--- config.mk ---
export PLATFORM = sky130hd
export DESIGN_NAME = bmp_pixel_stream
export DESIGN_NICKNAME = d
export VERILOG_FILES = /design/src/rtl/bmp_pkg.sv /design/src/rtl/bmp_pixel_stream.sv
export SDC_FILE = /design/constraint.sdc
export NUM_CORES = 1
export LEC_CHECK = 0
export BUFFER_PORTS_ARGS = -buffer_cell sky130_fd_sc_hd__buf_2
export CORE_MARGIN = 4
export CORE_UTILIZATION = 30
export DETAILED_ROUTE_END_ITERATION = 6
export GPL_TIMING_DRIVEN = 0
export PLACE_DENSITY = 0.52
export SYNTH_ARGS = -nofsm -noshare
export SYNTH_HDL_FRONTEND = slang
export SYNTH_SLANG_ARGS = --single-unit
export TNS_END_PERCENT = 50
--- constraint.sdc ---
create_clock -name clk -period 10.8 [get_ports clk]
set_input_delay 0 -clock clk [delete_from_list [all_inputs] [get_ports clk]]
set_output_delay 0 -clock clk [all_outputs]
set_load 0.02 [all_outputs]
--- src/rtl/bmp_pkg.sv ---
// Shared types and constants for the BMP pixel streamer.
package bmp_pkg;

   typedef enum logic [2:0] {
      ST_HDR  = 3'd0,
      ST_SKIP = 3'd1,
      ST_PIX  = 3'd2,
      ST_PAD  = 3'd3,
      ST_DONE = 3'd4,
      ST_ERR  = 3'd5
   } state_e;

   // Byte positions inside the BMP file/info headers
   localparam int unsigned IDX_OFFSET = 10;
   localparam int unsigned IDX_WIDTH  = 18;
   localparam int unsigned IDX_HEIGHT = 22;
   localparam int unsigned IDX_BPP    = 28;
   localparam int unsigned HDR_LEN    = 30;

   localparam logic [7:0]  SIG_B  = 8'h42;
   localparam logic [7:0]  SIG_M  = 8'h4D;
   localparam logic [15:0] BPP_24 = 16'd24;

   // Replace one byte lane of a little-endian 32-bit word
   function automatic logic [31:0] put_byte(input logic [31:0] word,
                                            input logic [1:0]  lane,
                                            input logic [7:0]  b);
      logic [31:0] res;
      res = word;
      case (lane)
         2'd0:    res[7:0]   = b;
         2'd1:    res[15:8]  = b;
         2'd2:    res[23:16] = b;
         default: res[31:24] = b;
      endcase
      return res;
   endfunction

endpackage

--- src/rtl/bmp_pixel_stream.sv ---
// Parses a 24-bit BMP byte stream into a header summary and a BGR pixel stream.
module bmp_pixel_stream
   import bmp_pkg::*;
#(
   parameter bit CHECK_BPP = 1'b1
) (
   input  logic        clk,
   input  logic        rst,
   input  logic        in_valid,
   input  logic [7:0]  in_data,
   output logic        in_ready,
   output logic        px_valid,
   input  logic        px_ready,
   output logic [7:0]  px_b,
   output logic [7:0]  px_g,
   output logic [7:0]  px_r,
   output logic        px_last,
   output logic [31:0] offset,
   output logic [31:0] width,
   output logic [31:0] height,
   output logic        hdr_valid,
   output logic        done,
   output logic        err
);

   state_e      state_q, state_d;
   logic [31:0] cnt_q, cnt_d;
   logic [31:0] col_q, col_d;
   logic [31:0] row_q, row_d;
   logic [1:0]  phase_q, phase_d;
   logic [1:0]  pad_cnt_q, pad_cnt_d;
   logic [7:0]  sig0_q, sig0_d, sig1_q, sig1_d, bpp_lo_q, bpp_lo_d;
   logic [31:0] offset_q, offset_d, width_q, width_d, height_q, height_d;
   logic [7:0]  px_b_q, px_b_d, px_g_q, px_g_d, px_r_q, px_r_d;
   logic        px_valid_q, px_valid_d, px_last_q, px_last_d;
   logic        hdr_valid_q, hdr_valid_d, done_q, done_d, err_q, err_d;

   logic        accept;
   logic        hdr_bad;
   logic        zero_dim;
   logic        last_col;
   logic        last_row;
   logic [1:0]  pad;
   logic [1:0]  lane;

   // Hold the byte stream while a pixel stalls, and stop before the final row's padding
   assign in_ready = (state_q != ST_DONE) && (state_q != ST_ERR) &&
                     !(px_valid_q && (!px_ready || px_last_q));
   assign accept   = in_valid && in_ready;
   assign pad      = width_q[1:0];
   // All three 32-bit fields start 2 mod 4, so one lane index serves them all
   assign lane     = 2'(cnt_q - 32'(IDX_OFFSET));
   assign zero_dim = (width_q == 32'd0) || (height_q == 32'd0);
   assign last_col = (col_q == width_q - 32'd1);
   assign last_row = (row_q == height_q - 32'd1);
   assign hdr_bad  = (sig0_q != SIG_B) || (sig1_q != SIG_M) ||
                     (offset_q < 32'(HDR_LEN)) || height_q[31] ||
                     (CHECK_BPP && ({in_data, bpp_lo_q} != BPP_24));

   // Next-state, header capture, pixel assembly and row/column tracking
   always_comb begin
      state_d     = state_q;
      cnt_d       = accept ? cnt_q + 32'd1 : cnt_q;
      col_d       = col_q;
      row_d       = row_q;
      phase_d     = phase_q;
      pad_cnt_d   = pad_cnt_q;
      sig0_d      = sig0_q;
      sig1_d      = sig1_q;
      bpp_lo_d    = bpp_lo_q;
      offset_d    = offset_q;
      width_d     = width_q;
      height_d    = height_q;
      px_b_d      = px_b_q;
      px_g_d      = px_g_q;
      px_r_d      = px_r_q;
      px_valid_d  = px_valid_q && !px_ready;
      px_last_d   = px_last_q && !px_ready;
      hdr_valid_d = hdr_valid_q;

      case (state_q)
         ST_HDR: begin
            if (accept) begin
               if (cnt_q == 32'd0) sig0_d = in_data;
               if (cnt_q == 32'd1) sig1_d = in_data;
               if (cnt_q >= 32'(IDX_OFFSET) && cnt_q < 32'(IDX_OFFSET + 4))
                  offset_d = put_byte(offset_q, lane, in_data);
               if (cnt_q >= 32'(IDX_WIDTH) && cnt_q < 32'(IDX_WIDTH + 4))
                  width_d = put_byte(width_q, lane, in_data);
               if (cnt_q >= 32'(IDX_HEIGHT) && cnt_q < 32'(IDX_HEIGHT + 4))
                  height_d = put_byte(height_q, lane, in_data);
               if (cnt_q == 32'(IDX_BPP)) bpp_lo_d = in_data;
               if (cnt_q == 32'(HDR_LEN - 1)) begin
                  if (hdr_bad) begin
                     state_d = ST_ERR;
                  end else begin
                     hdr_valid_d = 1'b1;
                     if (offset_q == 32'(HDR_LEN))
                        state_d = zero_dim ? ST_DONE : ST_PIX;
                     else
                        state_d = ST_SKIP;
                  end
               end
            end
         end
         ST_SKIP: begin
            if (accept && (cnt_q + 32'd1 == offset_q))
               state_d = zero_dim ? ST_DONE : ST_PIX;
         end
         ST_PIX: begin
            if (accept) begin
               case (phase_q)
                  2'd0: begin
                     px_b_d  = in_data;
                     phase_d = 2'd1;
                  end
                  2'd1: begin
                     px_g_d  = in_data;
                     phase_d = 2'd2;
                  end
                  default: begin
                     px_r_d     = in_data;
                     phase_d    = 2'd0;
                     px_valid_d = 1'b1;
                     px_last_d  = last_row && last_col;
                     if (last_col) begin
                        if (!last_row) begin
                           col_d = 32'd0;
                           row_d = row_q + 32'd1;
                           if (pad != 2'd0) state_d = ST_PAD;
                        end
                     end else begin
                        col_d = col_q + 32'd1;
                     end
                  end
               endcase
            end else if (px_valid_q && px_ready && px_last_q) begin
               state_d = ST_DONE;
            end
         end
         ST_PAD: begin
            if (accept) begin
               if (pad_cnt_q == pad - 2'd1) begin
                  pad_cnt_d = 2'd0;
                  state_d   = ST_PIX;
               end else begin
                  pad_cnt_d = pad_cnt_q + 2'd1;
               end
            end
         end
         default: ;
      endcase

      done_d = (state_d == ST_DONE);
      err_d  = (state_d == ST_ERR);
   end

   // State and output registers
   always_ff @(posedge clk or posedge rst) begin
      if (rst) begin
         state_q     <= ST_HDR;
         cnt_q       <= '0;
         col_q       <= '0;
         row_q       <= '0;
         phase_q     <= '0;
         pad_cnt_q   <= '0;
         sig0_q      <= '0;
         sig1_q      <= '0;
         bpp_lo_q    <= '0;
         offset_q    <= '0;
         width_q     <= '0;
         height_q    <= '0;
         px_b_q      <= '0;
         px_g_q      <= '0;
         px_r_q      <= '0;
         px_valid_q  <= 1'b0;
         px_last_q   <= 1'b0;
         hdr_valid_q <= 1'b0;
         done_q      <= 1'b0;
         err_q       <= 1'b0;
      end else begin
         state_q     <= state_d;
         cnt_q       <= cnt_d;
         col_q       <= col_d;
         row_q       <= row_d;
         phase_q     <= phase_d;
         pad_cnt_q   <= pad_cnt_d;
         sig0_q      <= sig0_d;
         sig1_q      <= sig1_d;
         bpp_lo_q    <= bpp_lo_d;
         offset_q    <= offset_d;
         width_q     <= width_d;
         height_q    <= height_d;
         px_b_q      <= px_b_d;
         px_g_q      <= px_g_d;
         px_r_q      <= px_r_d;
         px_valid_q  <= px_valid_d;
         px_last_q   <= px_last_d;
         hdr_valid_q <= hdr_valid_d;
         done_q      <= done_d;
         err_q       <= err_d;
      end
   end

   assign px_valid  = px_valid_q;
   assign px_last   = px_last_q;
   assign px_b      = px_b_q;
   assign px_g      = px_g_q;
   assign px_r      = px_r_q;
   assign offset    = offset_q;
   assign width     = width_q;
   assign height    = height_q;
   assign hdr_valid = hdr_valid_q;
   assign done      = done_q;
   assign err       = err_q;

endmodule

## Word-level counts from Yosys, hierarchy flattened

Cells that the tools add are included.

| word-level totals | value |
|---|---|
| flip-flop bits (word level) | 252 |
| bits in latches | 0 |
| memories | 0 |
| ROM bits | 0 |
| memory bits (writable) | 0 |

| operators by class | value |
|---|---|
| $add $sub $neg | 8 |
| muxes and demuxes | 25 |
| reduce and logical (&&, ||, !) cells | 53 |
| multiply operators | 0 |
| shifts and indexed selects | 0 |
| equality and inequality tests | 22 |
| div/mod/pow operators | 0 |
| bitwise operators | 4 |
| magnitude comparators | 7 |

Operators by type and width:

| cell | count |
|---|---|
| adder 32 x 1 -> 32 bit (second input constant) | 3 |
| == test 32 bit | 3 |
| == test 32 x 5 -> 1 bit (second input constant) | 3 |
| logical NOT 32 bit | 3 |
| < comparator 32 x 5 -> 1 bit (second input constant) | 3 |
| >= comparator 32 x 5 -> 1 bit (second input constant) | 2 |
| 2-to-1 mux 32 bit | 2 |
| subtractor 32 x 1 -> 32 bit (second input constant) | 2 |
| AND reduction 4 bit | 14 |
| 2-to-1 mux 3 bit | 14 |
| == test 32 x 1 -> 1 bit (second input constant) | 1 |
| >= comparator 32 x 4 -> 1 bit (second input constant) | 1 |
| < comparator 32 x 4 -> 1 bit (second input constant) | 1 |
| AND reduction 3 bit | 6 |
| != test 16 x 5 -> 1 bit (second input constant) | 1 |
| != test 8 x 7 -> 1 bit (second input constant) | 2 |
| logical AND 1 bit | 13 |
| one-hot mux 3 bit (4 select lines) | 1 |
| == test 3 x 2 -> 1 bit (second input constant) | 2 |
| == test 3 bit (second input constant) | 2 |
| logical OR 1 bit | 6 |
| 2-to-1 mux 1 bit | 6 |
| != test 3 bit (second input constant) | 2 |
| AND reduction 5 bit | 1 |
| 18 further kinds | 25 |

## Logic depth before layout (Yosys ltp)

| depth | value |
|---|---|
| depth after elaboration | 10 |
| mapped depth | 15 |
| depth with buffers taken out | 12 |

## Least setup slack after synthesis

Ideal clock, no wire load.

| timing path | value |
|---|---|
| path type | reg2reg |
| start | register height_q[0] (netlist: height[0]) |
| end | register err_q (netlist: err) |
| buffers on the path | 1 |
| slack | 6,713 ps |
| arrival time | 3,969 ps |
| cell stages (with the launch flop) | 14 |
| library setup time | 118 ps |
| cells stage by stage | dfrtp_1 > inv_1 > ha_1 > or4b_4 > or4_1 > o21a_1 > or4b_1 > nor3_1 > nor4bb_1 > or4b_1 > and3_1 > buf_6 > a221o_1 > nor2b_1 |

| between the ends | value |
|---|---|
| elaborated cells between the ends (all ways) | 16 |
| those cells by class | add/sub: 1; eq/ne: 2; mux: 11; reduce/logical: 2 |

RTL lines:

| what | line | RTL |
|---|---|---|
| from (decl) | bmp_pixel_stream.sv:33 | `logic [31:0] offset_q, offset_d, width_q, width_d, height_q, height_d;` |
| from (signal assigned) | bmp_pixel_stream.sv:193 | `height_q <= height_d;` |
| subtractor 32 x 1 -> 32 bit | bmp_pixel_stream.sv:55 | `assign last_row = (row_q == height_q - 32'd1);` |
| == test 32 bit | bmp_pixel_stream.sv:55 |  |
| 2-to-1 mux 3 bit | bmp_pixel_stream.sv:127 | `if (!last_row) begin` |
| 2-to-1 mux 3 bit | bmp_pixel_stream.sv:126 | `if (last_col) begin` |
| 2-to-1 mux 3 bit | bmp_pixel_stream.sv:112 | `case (phase_q)` |
| 2-to-1 mux 3 bit | bmp_pixel_stream.sv:111 | `if (accept) begin` |
| one-hot mux 3 bit (4 select lines) | bmp_pixel_stream.sv:81 | `case (state_q)` |
| net state_d[0] | bmp_pixel_stream.sv:26 | `state_e state_q, state_d;` |
| == test 3 bit | bmp_pixel_stream.sv:155 | `err_d = (state_d == ST_ERR);` |
| net err_d | bmp_pixel_stream.sv:36 | `logic hdr_valid_q, hdr_valid_d, done_q, done_d, err_q, err_d;` |
| to (signal assigned) | bmp_pixel_stream.sv:201 | `err_q <= err_d;` |
| to (decl) | bmp_pixel_stream.sv:36 |  |

The timed path passes the listed nets, and every way through them passes these cells.
A chain may end at the register's enable or synchronous reset.

## Worst setup path in the final report

| timing path | value |
|---|---|
| start | register width_q[0] (netlist: width[0]) |
| end | register row_q[25] |

| between the ends | value |
|---|---|
| word-level cells in the longest chain between the ends | 3 |

RTL lines:

| what | line | RTL |
|---|---|---|
| from (decl) | bmp_pixel_stream.sv:33 |  |
| from (signal assigned) | bmp_pixel_stream.sv:192 | `width_q <= width_d;` |
| subtractor 32 x 1 -> 32 bit | bmp_pixel_stream.sv:54 | `assign last_col = (col_q == width_q - 32'd1);` |
| == test 32 bit | bmp_pixel_stream.sv:54 |  |
| AND reduction 5 bit (no source line) | -- |  |
| to (signal assigned) | bmp_pixel_stream.sv:185 | `row_q <= row_d;` |
| to (decl) | bmp_pixel_stream.sv:29 | `logic [31:0] row_q, row_d;` |

No other way between the ends.

==> parameters.txt <==
Parameter                              Value

Status
  Run status ... finished, final reports clean

STA
  Setup_tns ... 0 ps
  Fmax ... approximately 200 MHz
  Count of final setup violators ... 0
  Slew margin rel. ... between 7 and 8%
  Setup repair after global routing missed its margin ... false
  Post-layout minimum cycle time ... slightly above 5000 ps
  Final setup skew ... around 11 ps
  Slew @ Worst Pin ... approximately 1400 ps
  Number of slew-limit violations in the final report ... 0
  Endpoints failing hold ... 0
  Worst Setup Slack, final ... ~5700 ps
  Final worst-path cycle share ... a little under half

Worst setup path
  CP Class ... reg -> reg
  CP Data Arrival Time ... 5560 ps
  Data required, critical path ... between 10000 and 15000 ps
  R2R cell count ... 15
  Kind of start point of the critical path ... register
  Startpoint of the worst-slack reg-to-reg timing path ... width[0]
  Worst Path Max Fanout ... 10
  R2R Path End ... row_q[25]
  Register-to-register setup slack ... 5670 ps
  Kind of end point of the critical path ... register

Routing
  Number of design-rule violations left by the first detailed-router iteration ... ~850
  Antenna violation net count after detailed routing ... 0
  Router iterations before antenna repair ... 5
  Routed via count ... roughly 12000
  Routed WL ... between 40 and 50 mm
  Average wire length per cell after detail routing ... 21.2 µm
  Via-to-Cell Ratio ... roughly 5.4
  Number of remaining DRC errors ... 0

Place
  Half-perimeter wire length after detailed placement ... 35.5 mm
  Total cell area at the placement stage ... ~16000 µm²
  Count of input and output buffers ... 129
  Final Wtd Congestion ... roughly 0.92
  Worst-case setup slack after placement ... between 5000 and 6000 ps

Power and ir drop
  Worst voltage drop across the vdd grid ... 116 µV
  Static Leakage ... about 8.0 nW
  Sequential power share ... 29.3%
  Pwr dens ... 280 nW/µm²
  Internal power of the cells ... around 2.7 mW
  Share of power burned in combinational logic ... a little under 50%
  Part of the power in the clock network ... between 20% and 30%
  Fraction of power spent switching nets ... about 43%
  Net load switching power ... around 2.1 mW

Logic synthesis
  Most frequently used cell type in the post-synthesis netlist ... sky130_fd_sc_hd__dfrtp_1
  Post-Synthesis Cells ... 1476
  Seq cells post-synth ... approximately 250
  Area of the mapped netlist ... 14600 µm²
  Yosys cell types ... 70
  Cell types occupying the most area after synthesis ... sky130_fd_sc_hd__dfrtp_1 (43%), sky130_fd_sc_hd__mux2_2 (11%), sky130_fd_sc_hd__xnor2_1 (7.8%), sky130_fd_sc_hd__xor2_1 (4.3%), sky130_fd_sc_hd__nand2_1 (3.2%)
  Average footprint of a synthesized cell ... between 9 and 10 µm²
  Sequential cell area fraction in the yosys report ... a little over two fifths
  Number of synthesized flops with an enable pin ... 0
  Top cell types by occurrence after synthesis ... sky130_fd_sc_hd__dfrtp_1 (252), sky130_fd_sc_hd__mux2_2 (140), sky130_fd_sc_hd__xnor2_1 (130)
  Top_reg_cell synth ... sky130_fd_sc_hd__dfrtp_1
  Area share of the largest cell type after synthesis ... 43.1%
  Post-synthesis async set-or-reset flop share ... 100%
  Cell type contributing the most total cell area after synthesis ... sky130_fd_sc_hd__dfrtp_1
  Nets in the synthesized netlist ... 1496
  Synthesis warning total ... 0

Clock tree
  CTS Buf Count ... 30
  Number of hold buffers added after CTS ... 2
  Buffers inserted during post-CTS setup optimization ... 0
  Clock latency on the worst-skew pair ... roughly 570 ps
  Root Driver ... sky130_fd_sc_hd__clkbuf_16
  CTS-repair resized insts ... 0
  Clock H-tree levels ... 1
  Reg clk slew, reported paths ... 60 ps
  Sink Count ... between 200 and 300
  Number of buffers on the longest clock path ... 3
  Clock tree from TritonCTS ... built

Cells and area
  Count of fill cells added during filler insertion ... just under 5000
  Antenna diode instance count ... 0
  P&R area growth vs syn ... 17.4%
  Proportion of layout cells with a drive suffix above 1 ... 21.0%
  Total number of nets in the final design ... roughly 1700
  Area of all placed cells without fillers ... around 17000 µm²

Worst hold path
  Type of the most critical hold path ... in -> async

Floorplan
  I/O pin count ... ~140
  Die extent in y ... between 200 and 250 µm
  Core region area ... ~48000 µm²
  Placement row count ... 80
  Die area ... 52400 µm²
  Width of the die ... 229 µm
  Effective utilization at floorplan ... 30.5%

GRT
  Via count of the first global-routing pass ... about 12000
  Antenna violations before repair ... 0
  Wire length of the first global-routing pass ... between 70 and 80 mm
  Global router's overall resource usage ... 18.0%
  Aggregate global routing overflow ... 0
  Largest net degree at the start of global routing ... between 100 and 150

Job
  Number of violations of the max-capacitance limit ... 0
power groups by stage:
stage	logic (mW)	clock network (mW)	registers, mW
final	2.33	1.07	1.41
after global routing	2.57	1.14	1.44
after CTS	2.33	1.10	1.41
after detailed placement	2.32	0	1.42
after global placement	2.30	0	1.42
after floorplan	1.58	0	1.46
layer usage:
metal  wire length [µm]  up-vias  global-route usage, %
li1                   -     5733                      -
met1              22300     6128                   25.0
met2              22100      324                   28.5
met3               2440       87                   3.12
met4               1620        0                   6.01
met5                  0        -                      0
cell families (layout without fill, tap and decap cells):
| group | Yosys count | in the layout | synth area share (%) |
|---|---|---|---|
| AOI/OAI and AO/OA | 141 | 141 | 6.71 |
| xor gates and xnor gates | 202 | 202 | 12.1 |
| adders and majority gates | 8 | 8 | 0.683 |
| buffers and inverters | 94 | 281 | 2.52 |
| DFF | 252 | 252 | 43.1 |
| muxes | 148 | 148 | 11.3 |
| and+or+nand+nor | 631 | 631 | 23.6 |
cells in the final DEF, fill, tap and decap left out, types with 7 or more instances in the layout:
cell type,instances
sky130_fd_sc_hd__mux2_2,140
sky130_fd_sc_hd__xor2_1,72
sky130_fd_sc_hd__or4_1,20
sky130_fd_sc_hd__clkbuf_1,65
sky130_fd_sc_hd__and3_1,32
sky130_fd_sc_hd__mux2i_1,8
sky130_fd_sc_hd__and4_1,12
sky130_fd_sc_hd__dfrtp_1,252
sky130_fd_sc_hd__a21oi_1,31
sky130_fd_sc_hd__nor2_1,97
sky130_fd_sc_hd__nor4b_1,12
sky130_fd_sc_hd__o31ai_1,13
sky130_fd_sc_hd__clkinv_2,7
sky130_fd_sc_hd__nand3_1,53
sky130_fd_sc_hd__nand2b_1,19
sky130_fd_sc_hd__a211oi_1,9
sky130_fd_sc_hd__xnor2_1,130
sky130_fd_sc_hd__nand3b_1,8
sky130_fd_sc_hd__clkbuf_16,31
sky130_fd_sc_hd__nand4_1,60
sky130_fd_sc_hd__or3_1,24
sky130_fd_sc_hd__buf_2,136
sky130_fd_sc_hd__nand2_1,124
sky130_fd_sc_hd__inv_1,19
sky130_fd_sc_hd__nor4_1,59
sky130_fd_sc_hd__nor3_1,57
sky130_fd_sc_hd__and2_1,10
sky130_fd_sc_hd__o21ai_0,17
sky130_fd_sc_hd__a31oi_1,7
sky130_fd_sc_hd__ha_1,8
through the flow:
step | power (mW) | cells | utilization, % | hold WS (ps)
2_1_floorplan | 3.04 | 1476 | - | 107
3_3_place_gp | 3.72 | 2220 | 33.4 | 240
3_5_place_dp | 3.74 | 2222 | 33.6 | 74.6
4_1_cts | 4.84 | 2278 | 35.8 | 18.8
5_1_grt | 5.15 | 2278 | 35.8 | 63.3
6_report | 4.81 | 2278 | 35.8 | 21.8
worst max-delay path: stages (launching register included):
cell,delay [ps]
sky130_fd_sc_hd__dfrtp_1,390
sky130_fd_sc_hd__clkbuf_1,230
sky130_fd_sc_hd__inv_1,160
sky130_fd_sc_hd__ha_1,260
sky130_fd_sc_hd__nor4b_2,520
sky130_fd_sc_hd__nand4_1,470
sky130_fd_sc_hd__or2_2,470
sky130_fd_sc_hd__nor3_1,190
sky130_fd_sc_hd__a21oi_1,120
sky130_fd_sc_hd__nor4_1,340
sky130_fd_sc_hd__and4_1,440
sky130_fd_sc_hd__and3_1,230
sky130_fd_sc_hd__buf_6,180
sky130_fd_sc_hd__clkbuf_1,650
sky130_fd_sc_hd__nand2_1,160
sky130_fd_sc_hd__xnor2_1,180
flip-flops by register name, indices dropped and copies added (netlist names), 32 cells and up:
signal  cells
row_q      32
offset     32
height     32
width      32
cnt_q      32
col_q      32
worst max-delay path by stage:
stage / startpoint / end / slack [ps] / depth (start not counted)
global placement: rst / width[6] / 580 / 2
CTS: width[0] / row_q[25] / 5670 / 15
detailed placement: width[0] / row_q[25] / 5700 / 15
floorplan: rst / bpp_lo_q[0] / 3870 / 1
finish: width[0] / row_q[25] / 5670 / 15
global route: width[0] / row_q[25] / 5250 / 15
layout make-up:
cell class / instances / area (µm²) / area share [%]
Multi-Input combinational cell: 1130 / 7980 / 46.4
Sequential cell: 252 / 6310 / 36.7
Clock buffer: 39 / 856 / 4.98
Tap cell: 615 / 769 / 4.48
Timing Repair Buffer: 133 / 721 / 4.19
Buffer: 74 / 294 / 1.71
Clock inverter: 15 / 188 / 1.09
Inverter: 20 / 82.6 / 0.480
Power figures use the tool's default switching activity.
